--- src/rtl/pwm_capture.sv ---
// pwm_capture: measures period and high time of an asynchronous PWM input and flags a stuck line.
// Optional build macro PWM_CAPTURE_GLITCH_FILTER_EN adds a 3-sample filter on the synchronized level.
module pwm_capture (
    input  logic        clk,
    input  logic        rst,
    input  logic        cap_en,
    input  logic        pwm_in,
    input  logic [15:0] timeout,
    output logic [15:0] period_meas,
    output logic [15:0] high_meas,
    output logic        meas_valid,
    output logic        overflow,
    output logic        stuck_high,
    output logic        stuck_low
);

    typedef enum logic [2:0] {IDLE, ARM, HIGH, LOW, STUCK} state_t;

    state_t      state;
    state_t      state_next;

    logic        sync_a;
    logic        sync_b;
    logic        level;
    logic        level_hist;
    logic        rise;
    logic        fall;
    logic        any_edge;
    logic        timed_out;

    logic [15:0] cnt;
    logic [15:0] high_cap;

    logic        cnt_load;
    logic        cap_high;
    logic        take_meas;
    logic        set_stuck;
    logic        clr_stuck;

    always_ff @(posedge clk or posedge rst) begin
        if (rst) begin
            sync_a <= 1'b0;
            sync_b <= 1'b0;
        end else begin
            sync_a <= pwm_in;
            sync_b <= sync_a;
        end
    end

`ifdef PWM_CAPTURE_GLITCH_FILTER_EN
    logic samp_1;
    logic samp_2;
    logic filt_q;

    // Level only moves once three consecutive synchronized samples agree.
    assign level = ((sync_b == samp_1) && (samp_1 == samp_2)) ? sync_b : filt_q;

    always_ff @(posedge clk or posedge rst) begin
        if (rst) begin
            samp_1 <= 1'b0;
            samp_2 <= 1'b0;
            filt_q <= 1'b0;
        end else begin
            samp_1 <= sync_b;
            samp_2 <= samp_1;
            filt_q <= level;
        end
    end
`else
    assign level = sync_b;
`endif

    always_ff @(posedge clk or posedge rst) begin
        if (rst) begin
            level_hist <= 1'b0;
        end else begin
            level_hist <= level;
        end
    end

    assign rise      = level & ~level_hist;
    assign fall      = ~level & level_hist;
    assign any_edge  = level ^ level_hist;
    // An edge in the same cycle always beats the timeout.
    assign timed_out = (timeout != 16'd0) && (cnt >= timeout) && !any_edge;

    always_ff @(posedge clk or posedge rst) begin
        if (rst) begin
            state <= IDLE;
        end else begin
            state <= state_next;
        end
    end

    always_comb begin
        state_next = state;
        if (!cap_en) begin
            state_next = IDLE;
        end else begin
            case (state)
                IDLE: state_next = ARM;
                ARM: begin
                    if (rise) begin
                        state_next = HIGH;
                    end else if (timed_out) begin
                        state_next = STUCK;
                    end
                end
                HIGH: begin
                    if (fall) begin
                        state_next = LOW;
                    end else if (timed_out) begin
                        state_next = STUCK;
                    end
                end
                LOW: begin
                    if (rise) begin
                        state_next = HIGH;
                    end else if (timed_out) begin
                        state_next = STUCK;
                    end
                end
                STUCK: begin
                    if (rise) begin
                        state_next = HIGH;
                    end else if (fall) begin
                        state_next = ARM;
                    end
                end
                default: state_next = IDLE;
            endcase
        end
    end

    always_comb begin
        cnt_load  = 1'b0;
        cap_high  = 1'b0;
        take_meas = 1'b0;
        set_stuck = 1'b0;
        clr_stuck = !cap_en;
        if (cap_en) begin
            case (state)
                IDLE: cnt_load = 1'b1;
                ARM: begin
                    cnt_load  = rise;
                    set_stuck = timed_out;
                end
                HIGH: begin
                    cap_high  = fall;
                    set_stuck = timed_out;
                end
                LOW: begin
                    cnt_load  = rise;
                    take_meas = rise;
                    set_stuck = timed_out;
                end
                STUCK: begin
                    cnt_load  = any_edge;
                    clr_stuck = any_edge;
                end
                default: cnt_load = 1'b0;
            endcase
        end
    end

    always_ff @(posedge clk or posedge rst) begin
        if (rst) begin
            cnt      <= 16'd0;
            high_cap <= 16'd0;
        end else begin
            if (cnt_load) begin
                cnt <= 16'd1;
            end else if ((state != IDLE) && (cnt != 16'hFFFF)) begin
                cnt <= cnt + 16'd1;
            end
            if (cap_high) begin
                high_cap <= cnt;
            end
        end
    end

    // Results and overflow only change together with the strobe, so they survive cap_en drops.
    always_ff @(posedge clk or posedge rst) begin
        if (rst) begin
            period_meas <= 16'd0;
            high_meas   <= 16'd0;
            meas_valid  <= 1'b0;
            overflow    <= 1'b0;
            stuck_high  <= 1'b0;
            stuck_low   <= 1'b0;
        end else begin
            meas_valid <= take_meas;
            if (take_meas) begin
                period_meas <= cnt;
                high_meas   <= high_cap;
                overflow    <= (cnt == 16'hFFFF) || (high_cap == 16'hFFFF);
            end
            if (clr_stuck) begin
                stuck_high <= 1'b0;
                stuck_low  <= 1'b0;
            end else if (set_stuck) begin
                stuck_high <= level;
                stuck_low  <= ~level;
            end
        end
    end

endmodule

--- config.mk ---
export PLATFORM = sky130hd
export DESIGN_NAME = pwm_capture
export DESIGN_NICKNAME = d
export VERILOG_FILES = /design/src/rtl/pwm_capture.sv
export SDC_FILE = /design/constraint.sdc
export NUM_CORES = 1
export LEC_CHECK = 0
export ABC_AREA = 1
export CAP_MARGIN = 20
export CORE_MARGIN = 4
export CORE_UTILIZATION = 49
export CTS_CLUSTER_DIAMETER = 120
export DETAILED_ROUTE_END_ITERATION = 16
export GPL_TIMING_DRIVEN = 0
export PLACE_DENSITY = 0.86
export SKIP_LAST_GASP = 1
export SYNTH_ARGS = -nofsm -noshare
export SYNTH_HDL_FRONTEND = slang
export SYNTH_SLANG_ARGS = --single-unit
export TNS_END_PERCENT = 20
--- constraint.sdc ---
create_clock -name clk -period 2.2 [get_ports clk]
set_input_delay 0.22 -clock clk [delete_from_list [all_inputs] [get_ports clk]]
set_output_delay 0.22 -clock clk [all_outputs]
set_load 0.05 [all_outputs]
==> summary.txt <==
Run status
  – Status: finished clean

Setup path
  – Worst endpoint data arrival time: approximately 2.1 ns
  – Critical path's top delay family: simple AND/OR/NAND/NOR gates
  – Slowest cell on the critical path: dfrtp_1
  – Worst Setup End Kind: flop
  – CP Max Fanout: 7
  – Crit Path Category: flop to flop
  – Crit path cell chain: ha_1, nand2_1, nor2_2, nand2_1, nor2_1, nand3_1, xor2_1, nand3_1, o21ai_2
  – Critical path's largest stage delay: around 0.4 ns
  – Data required time at the worst endpoint: 2.43 ns
  – Worst Path Buf+Inv: 0
  – Startpoint types: flop

Layout
  – Util after Layout: 0.637
  – Area delta synth->final: 24.3%
  – Net count, final: around 530
  – ANT cells: 0
  – Fillers: 559
  – Layout Cells excl Fill: ~590
  – Layout cells sized above 1: 0.0996

Yosys
  – Sequential cell area fraction in the yosys report: 0.493
  – Post-synth net total: 461
  – Yosys reg bits: 74
  – Mapped Area: 3750 µm²
  – Compound-Gate Fraction of Synth Area: 0.0927
  – Synth Area in Adders: 0.0633
  – Largest family of logic cells by synthesized area: simple AND/OR/NAND/NOR gates
  – Yosys top cell by area: dfrtp_1
  – Post-Syn Instances: 422
  – Synth area leaders: dfrtp_1, nand2_1, ha_1, mux2_1, inv_1
  – Mux contribution to synthesized area: 0.0510
  – Post-Synth Simple-Gate Area: 0.222
  – Mean post-synth cell area: between 8 and 9 µm²
  – Synth top area share: 0.493
  – Post-synthesis xor/xnor area fraction: 0.00467
  – Yosys cell types: 28
  – Yosys warns: 0

Clocking
  – # hold bufs at CTS: 0
  – CTS tree: done
  – Worst-skew pair later-pin latency: 0.35 ns
  – Post_cts resized: 0
  – Root buffer cell: clkbuf_8
  – H-tree Lvls: 3
  – Clock tree buffer depth: 2
  – Clk sink count: 74
  – Num CTS Buffers: 9
  – Post-CTS Setup Bufs: 0
  – Clk pin slew, worst setup/hold paths: 0.08 ns

Drt
  – Final routed DRC violation total: 0
  – Routed wl met3: 447 µm
  – Highest Signal Layer: met4
  – Routed via count: 3196
  – Routed Antenna Nets: 0
  – DR iter-0 viols: around 330
  – Wire per inst: 15.3 µm
  – DR pass1 iterations: 5
  – Post-Route WL: between 9 and 10 mm
  – Met1 WL: 3.85 mm
  – Vias per inst: 5.41
  – Met2 wire len: ~4.5 mm

Floorplan
  – Top Ports: between 50 and 60
  – Rows: 31
  – Starting density of the core: 0.512
  – Die height: 95.5 µm
  – Core area: 7330 µm²
  – Die area: 9130 µm²
  – Die W: between 90 and 100 µm

Timing
  – Final setup viols: 0
  – Relative slew slack: 0.411
  – Min Clock Period, post-route: 1.90 ns
  – F_max: 0.526 GHz
  – Final Max Slew Viols: 0
  – Hold Vio Cnt, Final: 0
  – Worst-Margin Slew: 0.884 ns
  – Final Cycle Share: 0.864
  – RSZ-0062 raised after global routing: no
  – Clock Skew: 0.0108 ns

Worst hold path
  – Hold Path Class: primary input to flop

Global routing
  – Initial antenna violation count: 0
  – First-pass GRT wire length: 15.0 mm
  – Vias in the first global route: around 3.2k
  – Largest net degree at the start of global routing: between 70 and 80
  – GRT Residual Overflow: 0
  – Total track usage: 0.213

Power
  – Sw frac: 0.325
  – Pint: 2540 µW
  – Logic gate share of total power: 0.239
  – Worst vdd ir: about 0.37 mV
  – Leakage power: approximately 0.0023 µW
  – Pwr per Cell Area: 806 nW/µm²
  – Sequential share of power: 0.419
  – Clock share of power: 0.342
  – Sw power: around 1200 µW

Place
  – # port buffers: 55
  – Final GP Congestion: around 0.86
  – Post-DP HPWL: 6.75 mm
  – Placed cell count: roughly 580

Flow run
  – Max Cap Viol: 0
through the flow:
step | power (µW) | area (µm²) | hold WS (ns) | setup WS, ns | TNS, ns
after floorplan | 2180 | 3750 | 0.251 | 0.0984 | 0
after global placement | 2460 | 4430 | 0.333 | -1.00 | -74.01
after detailed placement | 2490 | 4430 | 0.343 | 0.131 | 0
after CTS | 3760 | 4670 | 0.295 | 0.338 | 0
after global routing | 3920 | 4670 | 0.331 | 0.209 | 0
final | 3760 | 4670 | 0.304 | 0.299 | 0
worst reg2reg max path, delay by kind of cell, from the launching register on:
| family | cells | cell delay (ns) |
|---|---|---|
| simple gates | 6 | 0.96 |
| flops | 1 | 0.41 |
| fa+ha+maj | 1 | 0.19 |
| xor+xnor | 1 | 0.16 |
| compound gates | 1 | 0.06 |
final timing paths:
kind | start | to | slack, ns | cells past startpoint
max | cnt[1] | cnt[14] | 0.30 | 9
min in group asynchronous | rst | period_meas[1] | 0.39 | 2
max in group asynchronous | rst | high_cap[9] | 1.21 | 2
max reg2reg | cnt[1] | cnt[14] | 0.30 | 9
min | pwm_in | sync_a | 0.30 | 1
min reg2reg | sync_a | level | 0.36 | 0
power groups by stage:
stage          clock network, µW  registers [µW]  logic [µW]
2_1_floorplan                  0            1860         319
4_1_cts                     1290            1570         901
3_3_place_gp                   0            1590         866
6_report                    1280            1580         900
3_5_place_dp                   0            1600         894
5_1_grt                     1370            1590         966
sequential cells by signal, indices dropped and copies added (netlist names):
name         count
overflow         1
level            1
high_cap        16
level_hist       1
meas_valid       1
state            3
high_meas       16
period_meas     16
sync_a           1
stuck_low        1
cnt             16
stuck_high       1
cell usage after synthesis:
cell type  instances
nor2_1            38
nor3_4             1
a21oi_2            1
nand3_1           20
nor3_2             2
o21ai_0           25
nand4_2            1
xor2_1             2
nand2_2            1
buf_4              4
nand4_1           20
nand2_4            3
dfrtp_1           74
mux2_2             1
o21ai_1            4
clkbuf_1           3
mux2_1            16
o21ai_2            5
nor2_2             2
nor3_1            10
inv_1             45
nor3b_1            1
a21oi_1           30
inv_2              8
nand2_1           82
buf_6              2
buf_2              2
ha_1              19
placed cells by master, fill, tap and decap left out, types with 9 or more instances in the layout:
| cell type | n |
|---|---|
| nand2_1 | 82 |
| ha_1 | 19 |
| clkdlybuf4s50_1 | 55 |
| nor3_1 | 10 |
| o21ai_0 | 25 |
| a21oi_1 | 30 |
| clkbuf_8 | 9 |
| nand3_1 | 20 |
| mux2_1 | 16 |
| nor2_1 | 38 |
| inv_1 | 44 |
| nand4_1 | 20 |
| dfrtp_1 | 74 |
per-layer routing:
| metal | global-route usage | vias to the layer above |
|---|---|---|
| met2 | 0.350 | 127 |
| met1 | 0.280 | 1525 |
| met3 | 0.0245 | 16 |
| met4 | 0.0995 | 0 |
| met5 | 0 | - |
| li1 | - | 1528 |
kinds of logic after synthesis:
group,after synthesis
and+or+nand+nor,181
muxes,17
AOI/OAI and AO/OA,65
adders and majority gates,19
DFF,74
xor gates and xnor gates,2
buffers and inverters,64
final cells by class:
class | instances | area (µm²) | share of cell area
Clock inverter | 6 | 113 | 0.0241
Clock buffer | 9 | 124 | 0.0265
Tap cell | 99 | 124 | 0.0265
Timing Repair Buffer | 55 | 551 | 0.118
Buffer | 11 | 73.8 | 0.0158
Sequential cell | 74 | 1850 | 0.397
Inverter | 53 | 201 | 0.0432
Multi-Input combinational cell | 284 | 1630 | 0.349
No activity file was read; power rests on OpenSTA's default activity.
